**src/rtl/mant_align_if.sv**
```systemverilog
// mant_align_if: operand/result bundle for the mantissa alignment stage.
//   Operand side : in_valid/out_ready handshake, comparator verdict, bigger
//                  exponent, exponent difference, signs and significands.
//   Result side  : out_valid/in_ready handshake, aligned significands with
//                  G/R/S bits, exponent, signs ordered by magnitude, swap flag.
// master = whoever supplies operands and consumes results; slave = mant_align.
interface mant_align_if #(
  parameter int EXP_WIDTH  = 11,
  parameter int MANT_WIDTH = 53
);
  logic                  in_valid;
  logic                  out_ready;
  logic                  in_result;
  logic [EXP_WIDTH-1:0]  in_biggerExp;
  logic [EXP_WIDTH-1:0]  in_diff;
  logic                  in_signA;
  logic                  in_signB;
  logic [MANT_WIDTH-1:0] in_mantA;
  logic [MANT_WIDTH-1:0] in_mantB;

  logic                  out_valid;
  logic                  in_ready;
  logic [MANT_WIDTH+2:0] out_mantBig;
  logic [MANT_WIDTH+2:0] out_mantSmall;
  logic [EXP_WIDTH-1:0]  out_exp;
  logic                  out_signBig;
  logic                  out_signSmall;
  logic                  out_swapped;

  modport slave (
    input  in_valid, in_result, in_biggerExp, in_diff, in_signA, in_signB,
           in_mantA, in_mantB, in_ready,
    output out_ready, out_valid, out_mantBig, out_mantSmall, out_exp,
           out_signBig, out_signSmall, out_swapped
  );

  modport master (
    output in_valid, in_result, in_biggerExp, in_diff, in_signA, in_signB,
           in_mantA, in_mantB, in_ready,
    input  out_ready, out_valid, out_mantBig, out_mantSmall, out_exp,
           out_signBig, out_signSmall, out_swapped
  );
endinterface

```
**src/rtl/mant_align.sv**
```systemverilog
// mant_align: two-stage significand alignment ahead of an FP adder.
//   S1 captures an operand set, orders the significands by magnitude using the
//   comparator verdict and saturates the shift amount. S2 appends G/R/S bits
//   and right-shifts the smaller significand, folding lost bits into sticky.
// Ports:
//   in_clk   - clock, all state on rising edge
//   in_rst_n - asynchronous active-low reset
//   bus      - mant_align_if.slave: operand handshake in, result handshake out
// Latency 2 cycles, one set per cycle, full backpressure via a skid-free
// ready chain (out_ready depends only on pipeline state and in_ready).
module mant_align #(
  parameter int EXP_WIDTH  = 11,
  parameter int MANT_WIDTH = 53
) (
  input  logic         in_clk,
  input  logic         in_rst_n,
  mant_align_if.slave  bus
);
  localparam int W    = MANT_WIDTH + 3;
  localparam int SH_W = $clog2(W + 1);

  logic s1_load, s2_load, accept;
  logic [2:1] vld_pipe_q, vld_pipe_d;

  // S1 state
  logic [MANT_WIDTH-1:0] big_q, big_d, small_q, small_d;
  logic                  sgn_big_q, sgn_big_d, sgn_small_q, sgn_small_d;
  logic                  swap_q, swap_d;
  logic [EXP_WIDTH-1:0]  exp_q, exp_d;
  logic [SH_W-1:0]       shift_q, shift_d;

  // S2 state (drives the outputs directly)
  logic [W-1:0]          obig_q, obig_d, osmall_q, osmall_d;
  logic [EXP_WIDTH-1:0]  oexp_q, oexp_d;
  logic                  osgn_big_q, osgn_big_d, osgn_small_q, osgn_small_d;
  logic                  oswap_q, oswap_d;

  // Alignment datapath
  logic [2*W-1:0]        sh_ext;
  logic [W-1:0]          sh_kept;
  logic                  sticky;

  always_comb begin
    s2_load = !vld_pipe_q[2] || bus.in_ready;
    s1_load = !vld_pipe_q[1] || s2_load;
    accept  = bus.in_valid && s1_load;
    vld_pipe_d[1] = s1_load ? accept : vld_pipe_q[1];
    vld_pipe_d[2] = s2_load ? vld_pipe_q[1] : vld_pipe_q[2];
  end

  // S1: swap by comparator verdict, saturate shift at the full extended width
  // (anything wider leaves only sticky). Data inputs are looked at only on accept.
  always_comb begin
    big_d       = big_q;
    small_d     = small_q;
    sgn_big_d   = sgn_big_q;
    sgn_small_d = sgn_small_q;
    swap_d      = swap_q;
    exp_d       = exp_q;
    shift_d     = shift_q;
    if (accept) begin
      big_d       = bus.in_result ? bus.in_mantB : bus.in_mantA;
      small_d     = bus.in_result ? bus.in_mantA : bus.in_mantB;
      sgn_big_d   = bus.in_result ? bus.in_signB : bus.in_signA;
      sgn_small_d = bus.in_result ? bus.in_signA : bus.in_signB;
      swap_d      = bus.in_result;
      exp_d       = bus.in_biggerExp;
      if (32'(bus.in_diff) >= 32'(W)) shift_d = SH_W'(W);
      else                             shift_d = SH_W'(bus.in_diff);
    end
  end

  // S2: shift {small,GRS} into the upper half of a double-width word; whatever
  // lands in the lower half was shifted out and collapses into the sticky bit.
  always_comb begin
    sh_ext  = {small_q, 3'b000, {W{1'b0}}} >> shift_q;
    sh_kept = sh_ext[2*W-1:W];
    sticky  = |sh_ext[W-1:0];
  end

  always_comb begin
    obig_d       = obig_q;
    osmall_d     = osmall_q;
    oexp_d       = oexp_q;
    osgn_big_d   = osgn_big_q;
    osgn_small_d = osgn_small_q;
    oswap_d      = oswap_q;
    if (s2_load && vld_pipe_q[1]) begin
      obig_d       = {big_q, 3'b000};
      osmall_d     = {sh_kept[W-1:1], sh_kept[0] | sticky};
      oexp_d       = exp_q;
      osgn_big_d   = sgn_big_q;
      osgn_small_d = sgn_small_q;
      oswap_d      = swap_q;
    end
  end

  always_ff @(posedge in_clk or negedge in_rst_n) begin
    if (!in_rst_n) begin
      vld_pipe_q   <= '0;
      big_q        <= '0;
      small_q      <= '0;
      sgn_big_q    <= 1'b0;
      sgn_small_q  <= 1'b0;
      swap_q       <= 1'b0;
      exp_q        <= '0;
      shift_q      <= '0;
      obig_q       <= '0;
      osmall_q     <= '0;
      oexp_q       <= '0;
      osgn_big_q   <= 1'b0;
      osgn_small_q <= 1'b0;
      oswap_q      <= 1'b0;
    end else begin
      vld_pipe_q   <= vld_pipe_d;
      big_q        <= big_d;
      small_q      <= small_d;
      sgn_big_q    <= sgn_big_d;
      sgn_small_q  <= sgn_small_d;
      swap_q       <= swap_d;
      exp_q        <= exp_d;
      shift_q      <= shift_d;
      obig_q       <= obig_d;
      osmall_q     <= osmall_d;
      oexp_q       <= oexp_d;
      osgn_big_q   <= osgn_big_d;
      osgn_small_q <= osgn_small_d;
      oswap_q      <= oswap_d;
    end
  end

  assign bus.out_ready     = s1_load;
  assign bus.out_valid     = vld_pipe_q[2];
  assign bus.out_mantBig   = obig_q;
  assign bus.out_mantSmall = osmall_q;
  assign bus.out_exp       = oexp_q;
  assign bus.out_signBig   = osgn_big_q;
  assign bus.out_signSmall = osgn_small_q;
  assign bus.out_swapped   = oswap_q;
endmodule

```
**src/flat_wrapper.sv**
```systemverilog
// flat-port wrapper written by rule: the top's interface ports become plain ports
module mant_align_flat 
#(
  parameter int EXP_WIDTH  = 11,
  parameter int MANT_WIDTH = 53
)
  (in_clk, in_rst_n, bus_in_valid, bus_in_result, bus_in_biggerExp, bus_in_diff, bus_in_signA, bus_in_signB, bus_in_mantA, bus_in_mantB, bus_in_ready, bus_out_ready, bus_out_valid, bus_out_mantBig, bus_out_mantSmall, bus_out_exp, bus_out_signBig, bus_out_signSmall, bus_out_swapped);
  mant_align_if #(.EXP_WIDTH(EXP_WIDTH), .MANT_WIDTH(MANT_WIDTH)) bus_i ();
  input  logic in_clk;
  input  logic in_rst_n;
  input wire logic [$bits(bus_i.in_valid)-1:0] bus_in_valid;
  input wire logic [$bits(bus_i.in_result)-1:0] bus_in_result;
  input wire logic [$bits(bus_i.in_biggerExp)-1:0] bus_in_biggerExp;
  input wire logic [$bits(bus_i.in_diff)-1:0] bus_in_diff;
  input wire logic [$bits(bus_i.in_signA)-1:0] bus_in_signA;
  input wire logic [$bits(bus_i.in_signB)-1:0] bus_in_signB;
  input wire logic [$bits(bus_i.in_mantA)-1:0] bus_in_mantA;
  input wire logic [$bits(bus_i.in_mantB)-1:0] bus_in_mantB;
  input wire logic [$bits(bus_i.in_ready)-1:0] bus_in_ready;
  output wire logic [$bits(bus_i.out_ready)-1:0] bus_out_ready;
  output wire logic [$bits(bus_i.out_valid)-1:0] bus_out_valid;
  output wire logic [$bits(bus_i.out_mantBig)-1:0] bus_out_mantBig;
  output wire logic [$bits(bus_i.out_mantSmall)-1:0] bus_out_mantSmall;
  output wire logic [$bits(bus_i.out_exp)-1:0] bus_out_exp;
  output wire logic [$bits(bus_i.out_signBig)-1:0] bus_out_signBig;
  output wire logic [$bits(bus_i.out_signSmall)-1:0] bus_out_signSmall;
  output wire logic [$bits(bus_i.out_swapped)-1:0] bus_out_swapped;
  assign bus_i.in_valid = bus_in_valid;
  assign bus_i.in_result = bus_in_result;
  assign bus_i.in_biggerExp = bus_in_biggerExp;
  assign bus_i.in_diff = bus_in_diff;
  assign bus_i.in_signA = bus_in_signA;
  assign bus_i.in_signB = bus_in_signB;
  assign bus_i.in_mantA = bus_in_mantA;
  assign bus_i.in_mantB = bus_in_mantB;
  assign bus_i.in_ready = bus_in_ready;
  assign bus_out_ready = bus_i.out_ready;
  assign bus_out_valid = bus_i.out_valid;
  assign bus_out_mantBig = bus_i.out_mantBig;
  assign bus_out_mantSmall = bus_i.out_mantSmall;
  assign bus_out_exp = bus_i.out_exp;
  assign bus_out_signBig = bus_i.out_signBig;
  assign bus_out_signSmall = bus_i.out_signSmall;
  assign bus_out_swapped = bus_i.out_swapped;
  mant_align #(.EXP_WIDTH(EXP_WIDTH), .MANT_WIDTH(MANT_WIDTH)) u_core (.in_clk(in_clk), .in_rst_n(in_rst_n), .bus(bus_i));
endmodule
```
**config.mk**
```make
export PLATFORM = sky130hd
export DESIGN_NAME = mant_align_flat
export DESIGN_NICKNAME = d
export VERILOG_FILES = /design/src/rtl/mant_align_if.sv /design/src/rtl/mant_align.sv /design/src/flat_wrapper.sv
export SDC_FILE = /design/constraint.sdc
export NUM_CORES = 1
export LEC_CHECK = 0
export ABC_CLOCK_PERIOD_IN_PS = 7200
export BUFFER_PORTS_ARGS = -buffer_cell sky130_fd_sc_hd__clkbuf_2
export CORE_ASPECT_RATIO = 1.2
export CORE_UTILIZATION = 55
export DETAILED_ROUTE_END_ITERATION = 6
export GPL_ROUTABILITY_DRIVEN = 0
export PLACE_DENSITY = 0.79
export SYNTH_ARGS = -nofsm -noshare
export SYNTH_HDL_FRONTEND = slang
export SYNTH_SLANG_ARGS = --single-unit
export TNS_END_PERCENT = 20
```
**constraint.sdc**
```tcl
create_clock -name in_clk -period 7.2 [get_ports in_clk]
set_input_delay 2.16 -clock in_clk [delete_from_list [all_inputs] [get_ports in_clk]]
set_output_delay 2.16 -clock in_clk [all_outputs]
set_load 0.03 [all_outputs]
```
==> out/metrics.cfg <==
[run_status]
outcome=completed

[sta]
worst_slew_pin_slew_ps=1100
max_slew_margin_pct=26.4
grt_setup_unrepaired=false
slew_violations=0
whs_ps=463
fin_skew_ps=14.2
hold_viol=0
setup_viol=0
max_freq_mhz=203
tns_ps=0
finalCritPeriodShare_pct=68.3
min_period_ps=4920

[worst_setup_path]
setup.worst_path.start=bus_in_ready
path_max_fanout=4
r2r_setup_slack_ps=3210
worstReg2RegStart=u_core.shift_q[4]
cp_common_cell=clkbuf_2
cp_num_buf_inv=2
crit_chain=clkbuf_2 > nand3b_1 > clkbuf_2
crit_family=buffers and inverters
crit_type=primary input to output pin
worst_setup_path_start_kind=primary input
critPathSlowestCell=nand3b_1
arrival_ps=2760
worst_setup_path_end_kind=output pin
cp.required_ps=5040
max_stage_delay_ps=260

[logic_synthesis]
async_flop_share_pct=100
synth_fa_ha_area_share_pct=0
yosysSeqAreaShare_pct=46.2
ys_seq_elements=251
ys_warn_count=0
synth.distinct_cells=68
syn_inst=1405
yosys.area_share.simple_pct=15.4
synth_compound_area_share_pct=13.1
synth_area_per_cell_um2=9.67
synthFlopType=dfrtp_1
synth_top_family_by_area=multiplexers
syn_area_um2=13600
synth_enable_flop_cells=0
synth-xor-area-share_pct=0.0644
synthMuxAreaShare_pct=21.5

[routing]
drtPass1Iterations=5
drt-initial-drc-count=943
wl_per_cell_um=17.9
totalWireLength_mm=34.5
drc=0
viasPerCell=5.96
ant_nets=0
num_vias=11500

[layout]
drive_gt1_share_pct=24.1
instances_no_fill=1932
synthToLayoutAreaGrowth_pct=15.9
final_nets=1732
final_core_utilization_pct=65.3
layout_commonest_cell=nand2_1
antenna-diode-count=0
layout_common_cells=nand2_1, clkbuf_2, dfrtp_1, o21ai_0, mux2i_1

[cts]
numCtsBuffers=25
root_buffer=clkbuf_16
ctsResizeCount=0
holdBufCountCts=0
cts_max_path_buffers=3
clk_latency_ps=530
h-tree-depth=1
path_clk_slew_ps=60
cts_setup_buffers=0
cts_tree=done
clock-sinks=251

[power]
internal-power_mw=2.72
p_clk_share_pct=32.6
seqPwrFrac_pct=43.3
power_density_nw_per_um2=255
ir_worst_vdd_uv=168
combPwrFrac_pct=24.1
switchingPower_mw=1.30
p_leak_nw=7.78
p_sw_share_pct=32.3

[global_route]
grt_antenna_before_repair=0
grt.total_usage_pct=27.7
overflow=0
grt_pass1_wl_mm=57.3
first_global_vias=11100
grt_max_degree=233

[floorplan]
die_area_um2=25300
die_h_um=174
core_um2=24100
die_x_um=146
start_util_pct=56.3
io_pins=263
core.rowCount=62

[worst_hold_path]
hold_path_class=flip-flop to flip-flop
worstHoldStart=u_core.big_q[50]

[place]
port_buffers=259
placed_cells=1890
dp_hpwl_mm=23.7

[job]
cap_violations=0

synthesized netlist by cell type (all sizes together) (2+ instances only):
master	n	area share, %
mux2i	152	11
nor2b	5	0.23
clkinv	2	0.055
o22a	4	0.26
mux2	34	2.8
o21a	5	0.28
o211ai	3	0.17
nand3	10	0.37
o21ai	156	5.7
nor3	8	0.29
o221ai	9	0.58
nor4	4	0.18
a31oi	5	0.23
a21oi	18	0.66
a22o	18	1.2
a2111oi	2	0.13
nand2b	6	0.28
inv	6	0.17
a22oi	12	0.66
and2	5	0.23
clkbuf	74	2.0
a211oi	8	0.44
mux4	44	7.4
o2bb2ai	8	0.52
nand4	2	0.092
nand2	427	12
o41ai	2	0.13
buf	28	1.4
o22ai	24	1.2
nor2	45	1.2
dfrtp	251	46
a221oi	5	0.37
state kept, by name, summed over array words and instances (netlist names):
signal                    cells
u_core.bus.out_mantSmall     56
u_core.small_q               53
u_core.sgn_small_q            1
u_core.bus.out_mantBig       53
u_core.sgn_big_q              1
u_core.bus.out_swapped        1
u_core.shift_q                6
u_core.bus.out_signBig        1
u_core.bus.out_exp           11
u_core.bus.out_signSmall      1
u_core.exp_q                 11
u_core.vld_pipe_q             2
u_core.swap_q                 1
u_core.big_q                 53
stage by stage:
stage | total power, mW | setup slack (ps) | instance area, um2
after floorplan | 2.38 | 2520 | 13600
after global placement | 2.69 | 2330 | 14900
final | 4.01 | 2280 | 15700
after detailed placement | 2.71 | 2290 | 14900
after global routing | 4.20 | 2260 | 15700
after CTS | 4.04 | 2280 | 15700
worst paths after layout:
kind	end	depth (start not counted)
setup / recovery	bus_out_ready	3
hold / removal	u_core.bus.out_mantBig[53]	2
setup reg to reg	u_core.bus.out_mantSmall[0]	7
hold reg to reg	u_core.bus.out_mantBig[53]	2
max in group asynchronous	u_core.shift_q[0]	2
min in group asynchronous	u_core.bus.out_mantBig[42]	1
final cells by class:
cell class / count / area, um2
clock inverter: 7 / 114
fill: 1978 / 8380
tap: 320 / 400
timing repair buffer: 265 / 1380
sequential: 251 / 6290
multi-input combinational: 1046 / 6830
clock buffer: 35 / 703
inverter: 8 / 30.0
power groups by stage:
stage                     sequential, mW  combinational (mW)  clock (mW)
after floorplan                     1.90               0.486           0
after global placement              1.75               0.934           0
after detailed placement            1.76               0.953           0
after CTS                           1.74               0.957        1.34
after global routing                1.77                1.05        1.39
final                               1.74               0.966        1.31
per-layer routing:
layer	track usage [%]	vias to the layer above	wire length [um]
met5	0	-	0
met4	11.0	0	1340
met3	3.36	115	2490
met2	43.9	548	16000
met1	39.2	5492	14700
li1	-	5359	-
tightest hold or removal path: stages, from the launching register on:
cell and delay [ps]:
dfrtp_1 340, nand2_1 50, nand2_1 50
cell families after synthesis:
kind of cell | after synthesis
buf+inv | 110
mux | 230
simple gates | 524
xor+xnor | 1
flops | 251
compound gates | 288
other cells | 1
No activity file was read; power rests on OpenSTA's default activity.
